### src/rtl/voice_mix_panner_if.sv
// Voice mixer/panner bus: voice samples and pan controls in, stereo frame out.
interface voice_mix_panner_if #(
    parameter int unsigned NUM_VOICES = 8
);
    logic                           lrck;
    logic [NUM_VOICES*16-1:0]       voice_in;
    logic [7:0]                     pan_in;
    logic                           auto_pan_en;
    logic [15:0]                    auto_rate;
    logic signed [15:0]             l_out;
    logic signed [15:0]             r_out;
    logic                           out_valid;
    logic [7:0]                     pan_mon;
    logic                           overrun;

    // Mixer side
    modport slave (
        input  lrck, voice_in, pan_in, auto_pan_en, auto_rate,
        output l_out, r_out, out_valid, pan_mon, overrun
    );

    // Source/sink side
    modport master (
        output lrck, voice_in, pan_in, auto_pan_en, auto_rate,
        input  l_out, r_out, out_valid, pan_mon, overrun
    );
endinterface

### src/rtl/voice_mix_panner.sv
// Per-frame voice mixer with saturating scale and linear stereo panning.
// Pan source is the manual pan value or an internal triangle LFO.
// Optional macro PAN_SMOOTH_EN: pan slews toward its target by at most 1 per frame.
module voice_mix_panner #(
    parameter int unsigned NUM_VOICES = 8,
    parameter int unsigned MIX_SHIFT  = 3
) (
    input  logic              Clk,
    input  logic              Reset,
    voice_mix_panner_if.slave bus
);
    localparam int unsigned SAMPLE_W = 16;
    localparam int unsigned IDX_W    = (NUM_VOICES > 1) ? $clog2(NUM_VOICES) : 1;
    localparam int unsigned ACC_W    = SAMPLE_W + IDX_W;
    localparam int unsigned PROD_W   = SAMPLE_W + 9;
    localparam logic signed [ACC_W-1:0] SAT_MAX = ACC_W'(32767);
    localparam logic signed [ACC_W-1:0] SAT_MIN = ACC_W'(-32768);

    typedef enum logic [1:0] {
        ST_IDLE,
        ST_ACCUM,
        ST_SCALE,
        ST_OUTPUT
    } state_e;

    state_e                     state_q, state_d;
    logic                       sync1_q, sync2_q, hist_q;
    logic                       edge_c;
    logic [IDX_W-1:0]           vidx_q, vidx_d;
    logic signed [ACC_W-1:0]    acc_q, acc_d;
    logic signed [SAMPLE_W-1:0] snap_q [NUM_VOICES];
    logic signed [SAMPLE_W-1:0] snap_d [NUM_VOICES];
    logic [7:0]                 pan_eff_q, pan_eff_d;
    logic [7:0]                 lfo_q, lfo_d;
    logic                       lfo_up_q, lfo_up_d;
    logic [15:0]                rate_cnt_q, rate_cnt_d;
    logic signed [SAMPLE_W-1:0] l_out_q, l_out_d;
    logic signed [SAMPLE_W-1:0] r_out_q, r_out_d;
    logic                       out_valid_q, out_valid_d;
    logic [7:0]                 pan_mon_q, pan_mon_d;
    logic                       overrun_q, overrun_d;
`ifdef PAN_SMOOTH_EN
    logic [7:0]                 pan_sm_q, pan_sm_d;
`endif

    logic [15:0]                rate_eff;
    logic [16:0]                cnt_inc;
    logic [7:0]                 pan_src;
    logic [7:0]                 pan_sel;
    logic signed [ACC_W-1:0]    shifted;
    logic signed [SAMPLE_W-1:0] mix;
    logic signed [SAMPLE_W-1:0] cur_snap;
    logic signed [8:0]          gl_s, gr_s;
    logic signed [PROD_W-1:0]   prod_l, prod_r;

    // Bring lrck into the Clk domain and keep one cycle of history for edge detection
    always_ff @(posedge Clk or posedge Reset) begin
        if (Reset) begin
            sync1_q <= 1'b0;
            sync2_q <= 1'b0;
            hist_q  <= 1'b0;
        end else begin
            sync1_q <= bus.lrck;
            sync2_q <= sync1_q;
            hist_q  <= sync2_q;
        end
    end

    assign edge_c = sync2_q & ~hist_q;

    // Frame sequencer, mixing datapath, LFO and sticky overrun flag
    always_comb begin
        state_d     = state_q;
        vidx_d      = vidx_q;
        acc_d       = acc_q;
        snap_d      = snap_q;
        pan_eff_d   = pan_eff_q;
        lfo_d       = lfo_q;
        lfo_up_d    = lfo_up_q;
        rate_cnt_d  = rate_cnt_q;
        l_out_d     = l_out_q;
        r_out_d     = r_out_q;
        out_valid_d = 1'b0;
        pan_mon_d   = pan_mon_q;
        overrun_d   = overrun_q;
`ifdef PAN_SMOOTH_EN
        pan_sm_d    = pan_sm_q;
`endif

        rate_eff = (bus.auto_rate == 16'd0) ? 16'd1 : bus.auto_rate;
        cnt_inc  = {1'b0, rate_cnt_q} + 17'd1;
        pan_src  = bus.auto_pan_en ? lfo_q : bus.pan_in;
`ifdef PAN_SMOOTH_EN
        if (pan_src > pan_sm_q) begin
            pan_sel = pan_sm_q + 8'd1;
        end else if (pan_src < pan_sm_q) begin
            pan_sel = pan_sm_q - 8'd1;
        end else begin
            pan_sel = pan_sm_q;
        end
`else
        pan_sel = pan_src;
`endif

        cur_snap = snap_q[vidx_q];
        shifted  = acc_q >>> MIX_SHIFT;
        if (shifted > SAT_MAX) begin
            mix = 16'sh7FFF;
        end else if (shifted < SAT_MIN) begin
            mix = 16'sh8000;
        end else begin
            mix = SAMPLE_W'(shifted);
        end
        gl_s   = {1'b0, ~pan_eff_q};
        gr_s   = {1'b0, pan_eff_q};
        prod_l = PROD_W'(mix) * PROD_W'(gl_s);
        prod_r = PROD_W'(mix) * PROD_W'(gr_s);

        if (edge_c && (state_q != ST_IDLE)) begin
            overrun_d = 1'b1;
        end

        case (state_q)
            ST_IDLE: begin
                if (edge_c) begin
                    for (int unsigned i = 0; i < NUM_VOICES; i++) begin
                        snap_d[i] = bus.voice_in[SAMPLE_W*i +: SAMPLE_W];
                    end
                    pan_eff_d = pan_sel;
`ifdef PAN_SMOOTH_EN
                    pan_sm_d  = pan_sel;
`endif
                    acc_d     = '0;
                    vidx_d    = '0;
                    state_d   = ST_ACCUM;
                    // LFO advances after this frame's pan has been captured
                    if (bus.auto_pan_en) begin
                        if (cnt_inc >= {1'b0, rate_eff}) begin
                            rate_cnt_d = '0;
                            if (lfo_up_q) begin
                                if (lfo_q == 8'd255) begin
                                    lfo_d    = 8'd254;
                                    lfo_up_d = 1'b0;
                                end else begin
                                    lfo_d = lfo_q + 8'd1;
                                end
                            end else begin
                                if (lfo_q == 8'd0) begin
                                    lfo_d    = 8'd1;
                                    lfo_up_d = 1'b1;
                                end else begin
                                    lfo_d = lfo_q - 8'd1;
                                end
                            end
                        end else begin
                            rate_cnt_d = cnt_inc[15:0];
                        end
                    end
                end
            end
            ST_ACCUM: begin
                acc_d = acc_q + {{(ACC_W-SAMPLE_W){cur_snap[SAMPLE_W-1]}}, cur_snap};
                if (vidx_q == IDX_W'(NUM_VOICES - 1)) begin
                    state_d = ST_SCALE;
                end else begin
                    vidx_d = vidx_q + IDX_W'(1);
                end
            end
            ST_SCALE: begin
                l_out_d     = SAMPLE_W'(prod_l >>> 8);
                r_out_d     = SAMPLE_W'(prod_r >>> 8);
                pan_mon_d   = pan_eff_q;
                out_valid_d = 1'b1;
                state_d     = ST_OUTPUT;
            end
            ST_OUTPUT: begin
                state_d = ST_IDLE;
            end
            default: begin
                state_d = ST_IDLE;
            end
        endcase
    end

    // State and datapath registers
    always_ff @(posedge Clk or posedge Reset) begin
        if (Reset) begin
            state_q     <= ST_IDLE;
            vidx_q      <= '0;
            acc_q       <= '0;
            for (int unsigned i = 0; i < NUM_VOICES; i++) begin
                snap_q[i] <= '0;
            end
            pan_eff_q   <= '0;
            lfo_q       <= '0;
            lfo_up_q    <= 1'b1;
            rate_cnt_q  <= '0;
            l_out_q     <= '0;
            r_out_q     <= '0;
            out_valid_q <= 1'b0;
            pan_mon_q   <= '0;
            overrun_q   <= 1'b0;
`ifdef PAN_SMOOTH_EN
            pan_sm_q    <= 8'd128;
`endif
        end else begin
            state_q     <= state_d;
            vidx_q      <= vidx_d;
            acc_q       <= acc_d;
            snap_q      <= snap_d;
            pan_eff_q   <= pan_eff_d;
            lfo_q       <= lfo_d;
            lfo_up_q    <= lfo_up_d;
            rate_cnt_q  <= rate_cnt_d;
            l_out_q     <= l_out_d;
            r_out_q     <= r_out_d;
            out_valid_q <= out_valid_d;
            pan_mon_q   <= pan_mon_d;
            overrun_q   <= overrun_d;
`ifdef PAN_SMOOTH_EN
            pan_sm_q    <= pan_sm_d;
`endif
        end
    end

    assign bus.l_out     = l_out_q;
    assign bus.r_out     = r_out_q;
    assign bus.out_valid = out_valid_q;
    assign bus.pan_mon   = pan_mon_q;
    assign bus.overrun   = overrun_q;

endmodule
### src/flat_wrapper.sv
// flat-port wrapper written by rule: the top's interface ports become plain ports
module voice_mix_panner_flat 
#(
    parameter int unsigned NUM_VOICES = 8,
    parameter int unsigned MIX_SHIFT  = 3
)
  (Clk, Reset, bus_lrck, bus_voice_in, bus_pan_in, bus_auto_pan_en, bus_auto_rate, bus_l_out, bus_r_out, bus_out_valid, bus_pan_mon, bus_overrun);
  voice_mix_panner_if #(.NUM_VOICES(NUM_VOICES)) bus_i ();
  input  logic Clk;
  input  logic Reset;
  input wire logic [$bits(bus_i.lrck)-1:0] bus_lrck;
  input wire logic [$bits(bus_i.voice_in)-1:0] bus_voice_in;
  input wire logic [$bits(bus_i.pan_in)-1:0] bus_pan_in;
  input wire logic [$bits(bus_i.auto_pan_en)-1:0] bus_auto_pan_en;
  input wire logic [$bits(bus_i.auto_rate)-1:0] bus_auto_rate;
  output wire logic [$bits(bus_i.l_out)-1:0] bus_l_out;
  output wire logic [$bits(bus_i.r_out)-1:0] bus_r_out;
  output wire logic [$bits(bus_i.out_valid)-1:0] bus_out_valid;
  output wire logic [$bits(bus_i.pan_mon)-1:0] bus_pan_mon;
  output wire logic [$bits(bus_i.overrun)-1:0] bus_overrun;
  assign bus_i.lrck = bus_lrck;
  assign bus_i.voice_in = bus_voice_in;
  assign bus_i.pan_in = bus_pan_in;
  assign bus_i.auto_pan_en = bus_auto_pan_en;
  assign bus_i.auto_rate = bus_auto_rate;
  assign bus_l_out = bus_i.l_out;
  assign bus_r_out = bus_i.r_out;
  assign bus_out_valid = bus_i.out_valid;
  assign bus_pan_mon = bus_i.pan_mon;
  assign bus_overrun = bus_i.overrun;
  voice_mix_panner #(.NUM_VOICES(NUM_VOICES), .MIX_SHIFT(MIX_SHIFT)) u_core (.Clk(Clk), .Reset(Reset), .bus(bus_i));
endmodule
### config.mk
export PLATFORM = sky130hd
export DESIGN_NAME = voice_mix_panner_flat
export DESIGN_NICKNAME = d
export VERILOG_FILES = /design/src/rtl/voice_mix_panner_if.sv /design/src/rtl/voice_mix_panner.sv /design/src/flat_wrapper.sv
export SDC_FILE = /design/constraint.sdc
export NUM_CORES = 1
export LEC_CHECK = 0
export ABC_AREA = 0
export CORE_ASPECT_RATIO = 0.75
export CORE_MARGIN = 2
export CORE_UTILIZATION = 59
export DETAILED_ROUTE_END_ITERATION = 6
export PLACE_DENSITY = 0.87
export SETUP_SLACK_MARGIN = 0.3
export SYNTH_ARGS = -nofsm -noshare
export SYNTH_HDL_FRONTEND = slang
export SYNTH_SLANG_ARGS = --single-unit
### constraint.sdc
create_clock -name Clk -period 10.55 [get_ports Clk]
set_input_delay 1.5825 -clock Clk [delete_from_list [all_inputs] [get_ports Clk]]
set_output_delay 1.5825 -clock Clk [all_outputs]
set_load 0.02 [all_outputs]
## Yosys cells after proc, flatten, opt, wreduce, memory -nomap -nowiden

Cells that the tools add are included.

- Input port bits: 156
- Logic and storage cells: 81
- Bits in registers: 230
- Output and inout port bits: 42

- Reductions and logical operators: 12
- $lt $le $gt $ge: 4
- Equality and inequality tests: 8
- Bitwise logic cells: 4
- $mul: 2
- $add $sub $neg: 5
- Muxes and demuxes: 23

Operator list:

| kind | count |
|---|---|
| $mux W16 | 6 |
| $bmux W16 S3 | 1 |
| $mul A16 B9 Y24 | 2 |
| $pmux W19 S2 | 1 |
| $mux W8 | 4 |
| $add A19 B19 Y19 | 1 |
| $mux W19 | 1 |
| $add A16 B1 Y17 const B | 1 |
| $ge A17 B16 Y1 | 1 |
| $gt A16 B16 Y1 const B | 1 |
| $logic_not A16 Y1 | 1 |
| $lt A16 B16 Y1 const B | 1 |
| $add A8 B1 Y8 const B | 1 |
| $eq A8 B8 Y1 const B | 1 |
| $logic_not A8 Y1 | 1 |
| $not A8 Y8 | 1 |
| $pmux W2 S4 | 1 |
| $sub A8 B1 Y8 const B | 1 |
| $mux W3 | 2 |
| $pmux W3 S2 | 1 |
| $reduce_and A2 Y1 | 3 |
| $reduce_and A3 Y1 | 2 |
| $eq A2 B2 Y1 const B | 2 |
| $ge A4 B4 Y1 const B | 1 |
| other kinds (14) | 20 |

## Longest topological paths before layout

Gate-level depths: netlist of run 1.

- Word-level depth: 6
- Gate-level depth with buffers: 20
- Gate-level depth less buffers: 19

## Worst setup path before layout of run 1

Ideal clock, no wire load.

- Path type: register to register
- From: register u_core.pan_eff_q[5]
- To: register u_core.l_out_q[14], in the netlist u_core.bus.l_out[14]
- Cell stages (with the launch flop): 20
- Data arrival time: 5.192 ns
- Library setup time: 0.125 ns
- Period minus slack after synthesis: 5.316 ns
- Slack: 5.234 ns
- Required time: 10.425 ns
- Buffers on the path: 1
- Path through: dfrtp_1 clkbuf_1 nand2b_1 fa_1 fa_1 inv_1 fa_1 inv_1 fa_1 inv_1 ha_1 a21oi_1 o21ai_1 a211oi_1 nand3_1 a32o_1 o41a_1 a311oi_1 xnor2_1 mux2_2

- Cells in the longest elaborated chain, start to end: 2

RTL lines:

| what | RTL line | source |
|---|---|---|
| start, declared | voice_mix_panner.sv:33 | `logic [7:0] pan_eff_q, pan_eff_d;` |
| start signal, assigned | voice_mix_panner.sv:211 | `pan_eff_q <= pan_eff_d;` |
| $not A8 Y8 | voice_mix_panner.sv:114 | `gl_s = {1'b0, ~pan_eff_q};` |
| $mul A16 B9 Y24 | voice_mix_panner.sv:116 | `prod_l = PROD_W'(mix) * PROD_W'(gl_s);` |
| end signal, assigned | voice_mix_panner.sv:215 | `l_out_q <= l_out_d;` |
| end, declared | voice_mix_panner.sv:37 | `logic signed [SAMPLE_W-1:0] l_out_q, l_out_d;` |

Every way passes these cells.
A chain may end at the register's enable or synchronous reset.

## Final worst setup path of run 1

- From: register u_core.pan_eff_q[1]
- To: register u_core.l_out_q[14], in the netlist u_core.bus.l_out[14]

The elaborated chain is that of the path after synthesis.

==> results of run 1 <==
## placed cells by master (no fill, tap or decap), types with 4 or more instances in the layout
cell type,n
a211oi_1,4
a21o_1,19
a21oi_1,44
a22o_1,10
a31oi_1,7
and2_1,67
and3_1,13
buf_4,13
bufinv_16,6
clkbuf_1,5
clkbuf_16,25
clkdlybuf4s50_1,197
dfrtp_1,228
fa_1,199
ha_1,128
inv_1,299
mux2_2,50
mux2i_1,11
mux4_2,32
nand2_1,507
nand2b_1,90
nand3_1,32
nor2_1,58
nor2b_1,54
nor3_1,7
nor4_1,4
o21ai_0,42
o21ai_1,23
o21bai_1,7
o22a_1,4
o31ai_1,4
o32a_1,4
or3_1,4
xnor2_1,43
xor2_1,24
## registers in the layout (all words and copies together), names as in the netlist, 2 cells and up
register            flops
u_core.snap_q         128
u_core.acc_q           19
u_core.bus.l_out       16
u_core.bus.r_out       16
u_core.rate_cnt_q      16
u_core.bus.pan_mon      8
u_core.lfo_q            8
u_core.pan_eff_q        8
u_core.vidx_q           3
u_core.state_q          2
## per-layer routing
layer  GRT usage  wire length (µm)  up-vias
met5           0                 0        -
met4      0.1155              2099        0
met3     0.04481              3501      146
met2      0.4857             23400      584
met1      0.3970             20400     7693
li1            -                 -     7089
## through the flow
stage	utilization	cells	area [µm²]	setup slack (ns)
after floorplan	-	2173	20060	2.665
after global placement	0.6660	2730	22330	4.561
after detailed placement	0.6660	2730	22330	4.383
after CTS	0.6929	2774	23230	4.373
after global routing	0.6929	2774	23230	3.987
final	0.6929	2774	23230	4.285
## worst register-to-register path: stages (launching register included)
cell,delay (ns)
dfrtp_1,1.09
nand2b_1,0.25
fa_1,0.42
inv_1,0.08
fa_1,0.44
fa_1,0.51
inv_1,0.06
fa_1,0.53
inv_1,0.05
ha_1,0.35
a21oi_1,0.22
o21ai_1,0.11
a211oi_1,0.28
nand3_1,0.25
a32o_1,0.38
o41a_1,0.40
a311oi_1,0.34
xnor2_1,0.10
mux2_2,0.27
## layout make-up
cell class / instances / share of cell area
timing repair buffer: 210 / 0.08908
tap: 450 / 0.02424
clock buffer: 33 / 0.02951
multi-input combinational: 1540 / 0.5511
clock inverter: 11 / 0.009425
inverter: 300 / 0.04879
sequential: 230 / 0.2478
## kinds of logic after synthesis
group                      Yosys count
AOI/OAI and AO/OA                  194
xor gates and xnor gates            67
adders and majority gates          328
buffers and inverters              403
DFF                                230
muxes                               94
and+or+nand+nor                    857
## worst min-delay path by stage
| stage | from | endpoint | slack [ns] | cells past startpoint |
|---|---|---|---|---|
| finish | u_core.sync1_q | u_core.sync2_q | 0.35 | 0 |
| floorplan | u_core.sync1_q | u_core.sync2_q | 0.33 | 0 |
| global placement | u_core.sync1_q | u_core.sync2_q | 0.33 | 0 |
| CTS | u_core.sync1_q | u_core.sync2_q | 0.35 | 0 |
| global route | u_core.sync1_q | u_core.sync2_q | 0.37 | 0 |
| detailed placement | u_core.sync1_q | u_core.sync2_q | 0.33 | 0 |
==> out/qor.yml, run 1 <==
place:
  hpwl_um: 36450
  gp_congestion: 0.8623
  port-buffer-count: 197
timing:
  rsz0062_at_grt: "false"
  hold_viol_final: 0
  min_period_ns: 6.265
  fmaxAchievable_mhz: 159.6
  tightest_slew_ns: 1.182
  finalSetupTns_ns: 0
  slew_violations: 0
  setup_violations: 0
  slew_headroom: 0.2120
  holdWs_ns: 0.3482
  period_share: 0.5938
  finClkSkew_ns: 0.01908
global_routing:
  track_usage: 0.2944
  grt_first_pass_wirelength_um: 83230
  grt_max_degree: 103
  first_global_vias: 16700
  grt-ovfl-total: 0
  antenna_found_initial: 2
logic_synthesis:
  syn-num-nets: 2657
  synth_cells: 2173
  netlist_top_cells_count: "nand2_1 (507), inv_1 (300), dfrtp_1 (229)"
  synth_top_area_cell: "dfrtp_1"
  synth_compound_area_frac: 0.06324
  synthesis.area_um2: 20060
  synth_simple_gate_area_frac: 0.1958
  synth_top_area_share: 0.2857
  synth_seq_cells: 230
  synth_area_per_cell_um2: 9.232
  yosys-mux-area-fraction: 0.07023
  synth_top_family_by_area: "adder cells"
  synthTopCellsByArea: "dfrtp_1 (29%), fa_1 (20%), nand2_1 (9.5%), ha_1 (8.0%), inv_1 (5.6%)"
  synth_xor_area_frac: 0.02925
  synth_most_common_cell: "nand2_1"
  synth-adder-area-share: 0.2790
  synth_cell_types: 65
  synth_flop_cell: "dfrtp_1"
  ys_warn_count: 0
  synth_edf_count: 0
  ys_seq_area_frac: 0.2870
  async_flop_share: 1.000
routing:
  ant_nets: 0
  drt-initial-drc-count: 1368
  drc: 0
  avgRoutedWirePerCell_um: 17.81
  drtPass1Iterations: 5
  via_per_inst: 5.592
  vias: 15510
  wirelength_um: 49400
setup_path:
  path_class: "reg2reg"
  crit_arrival_ns: 6.70
  rrSetupSlack_ns: 4.29
  crit_chain: "nand2b_1, fa_1, inv_1, fa_1, fa_1, inv_1, fa_1, inv_1, ha_1, a21oi_1, o21ai_1, a211oi_1, nand3_1, a32o_1, o41a_1, a311oi_1, xnor2_1, mux2_2"
  critPathCaptureType: "flop"
  worst_setup_path_start_kind: "flop"
  slowest_delay_ns: 1.09
  path_max_fanout: 33
  worstRegToRegCells: 18
  worst-path-stages: 18
  critPathCapture: "u_core.bus.l_out[14]"
  worst_r2r_startpoint: "u_core.pan_eff_q[1]"
  cp-startpoint: "u_core.pan_eff_q[1]"
  slowest_stage: "dfrtp_1"
  cpMostUsedCell: "fa_1"
  crit_family: "adder cells"
  rr_endpoint: "u_core.bus.l_out[14]"
  crit_required_ns: 10.98
  crit_buf_inv: 3
clock_network:
  post_cts_buffers: 0
  clock_path_buffers: 3
  root_buffer: "clkbuf_16"
  cts_resized: 0
  clk_pin_slew_ns: 0.06
  cts_tree: "built"
  clkLatencyLatePin_ns: 0.55
  hold_buffers: 0
  numClockSinks: 230
  cts_buffers: 25
  cts_max_level: 1
final_layout:
  multi_input_area_um2: 12800
  regArea_um2: 5758
  fill_cells: 2478
  syn_to_final_growth_pct: 15.81
  drive_gt1_frac: 0.06368
  final_nets: 2791
  antenna_cells: 0
run:
  max_cap_viol_count: 0
floorplan:
  io_pins: 198
  die_h_um: 163.7
  dieArea_um2: 35510
  die_width_um: 216.9
  start_util: 0.5983
  core_um2: 33530
  num_rows: 58
outcome:
  status: "complete, no violations"
hold_path:
  hp-class: "reg2reg"
Power of run 1 is not shown: default switching activity piles up to over one toggle a cycle in this logic, so the estimate is an artifact.
==> inputs of run 2 (changes only) <==
CORE_UTILIZATION = 54   (was 59)
PLACE_DENSITY = 0.84   (was 0.87)
clock period = 5.6 ns   (was 10.55 ns; I/O delays follow)
==> out/qor.yml, run 2 (synthesized netlist as in run 1, its figures left out) <==
outcome:
  status: "finished with violations"
  violations: "DRC"
timing:
  setup_violations: 0
  finClkSkew_ns: 0.01764
  fmaxAchievable_mhz: 188.9
  slew_violations: 0
  hold_viol_final: 0
  period_share: 0.9451
  min_period_ns: 5.293
  holdWs_ns: 0.3522
  slew_headroom: 0.3670
  rsz0062_at_grt: "true"
  tightest_slew_ns: 0.9465
  finalSetupTns_ns: 0
global_routing:
  grt_max_degree: 116
  track_usage: 0.2755
  antenna_found_initial: 0
  grt-ovfl-total: 0
  first_global_vias: 16810
  grt_first_pass_wirelength_um: 84630
floorplan:
  io_pins: 198
  die_h_um: 170.9
  start_util: 0.5442
  core_um2: 36860
  die_width_um: 226.6
  dieArea_um2: 38720
  num_rows: 61
setup_path:
  crit_arrival_ns: 5.72
  rr_endpoint: "u_core.bus.l_out[14]"
  cp-startpoint: "u_core.pan_eff_q[3]"
  crit_required_ns: 6.03
  rrSetupSlack_ns: 0.31
  critPathCapture: "u_core.bus.l_out[14]"
  worst_r2r_startpoint: "u_core.pan_eff_q[3]"
  path_max_fanout: 4
  worstRegToRegCells: 19
  worst_setup_path_start_kind: "flop"
  critPathCaptureType: "flop"
  path_class: "reg2reg"
final_layout:
  antenna_cells: 0
  mostFrequentLayoutCell: "nand2_1"
  fin_util: 0.6552
  largest-register: "u_core.snap_q"
  final_nets: 2848
  largest_reg_flops: 128
  largestRegisters: "u_core.snap_q: 128 flops, u_core.acc_q: 19 flops"
  layout_common_cells: "nand2_1 (506), inv_1 (288), dfrtp_1 (214)"
  syn_to_final_growth_pct: 20.41
  drive_gt1_frac: 0.1193
hold_path:
  hp-class: "reg2reg"
  holdPathStages: 0
  hp-start: "u_core.sync1_q"
routing:
  via_per_inst: 5.508
  wirelength_um: 52060
  drc: 1
  avgRoutedWirePerCell_um: 18.04
  drtPass1Iterations: 7
  ant_nets: 0
  drt-initial-drc-count: 1174
  vias: 15890
clock_network:
  root_buffer: "clkbuf_16"
  cts_buffers: 25
  cts_max_level: 1
  clkLatencyLatePin_ns: 0.55
  clock_path_buffers: 3
  clk_pin_slew_ns: 0.06
  numClockSinks: 230
  cts_tree: "built"
run:
  max_cap_viol_count: 0
place:
  port-buffer-count: 197
  gp_congestion: 0.9041
  hpwl_um: 37610
## run 2: stage by stage
stage | setup WS, ns | std cells | cell area, µm²
3_3_place_gp | 0.1365 | 2825 | 22730
3_5_place_dp | 0.04111 | 2825 | 22730
2_1_floorplan | 0.3039 | 2173 | 20070
4_1_cts | 0.3059 | 2878 | 23780
5_1_grt | 0.1513 | 2885 | 24150
6_report | 0.3075 | 2885 | 24150
## run 2: layout make-up
class	instances	area [µm²]
Sequential cell	230	5776
Tap cell	504	630.6
Timing Repair Buffer	267	2537
Clock buffer	31	668.1
Inverter	300	1130
Multi-Input combinational cell	1540	13200
Fill cell	2724	12710
Clock inverter	13	216.5
## run 2: what timing repair did
action                                  CTS  global route
gates resized for setup                  18            67
endpoints found under the hold margin     0             0
setup buffers                             9             7
pin swaps                                 8            43
hold buffers                              0             0
endpoints found under the setup margin    4            10
## run 2: worst max-delay path: stages, from the launching register on
cell      delay [ns]
dfrtp_2         0.43
buf_4           0.15
nand2b_4        0.14
fa_1            0.59
inv_1           0.08
fa_1            0.49
fa_1            0.51
inv_2           0.04
fa_1            0.51
inv_2           0.05
ha_4            0.24
nand3_4         0.07
o21ai_2         0.06
a211oi_2        0.25
nand3_2         0.18
a32o_2          0.32
o41a_1          0.40
a311oi_2        0.32
xnor2_1         0.10
mux2_2          0.26
## run 2: worst min-delay path by stage
stage / end / slack (ns)
after floorplan: u_core.sync2_q / 0.33
after global placement: u_core.sync2_q / 0.33
after detailed placement: u_core.sync2_q / 0.34
after CTS: u_core.sync2_q / 0.35
after global routing: u_core.sync2_q / 0.35
final: u_core.sync2_q / 0.35
## run 2: layer usage
layer  track usage  part of all wire
met4        0.1053             0.040
met2        0.4567              0.48
met5             0                 0
met3       0.05564             0.068
met1        0.3588              0.41
Power of run 2 is left out for the same reason.
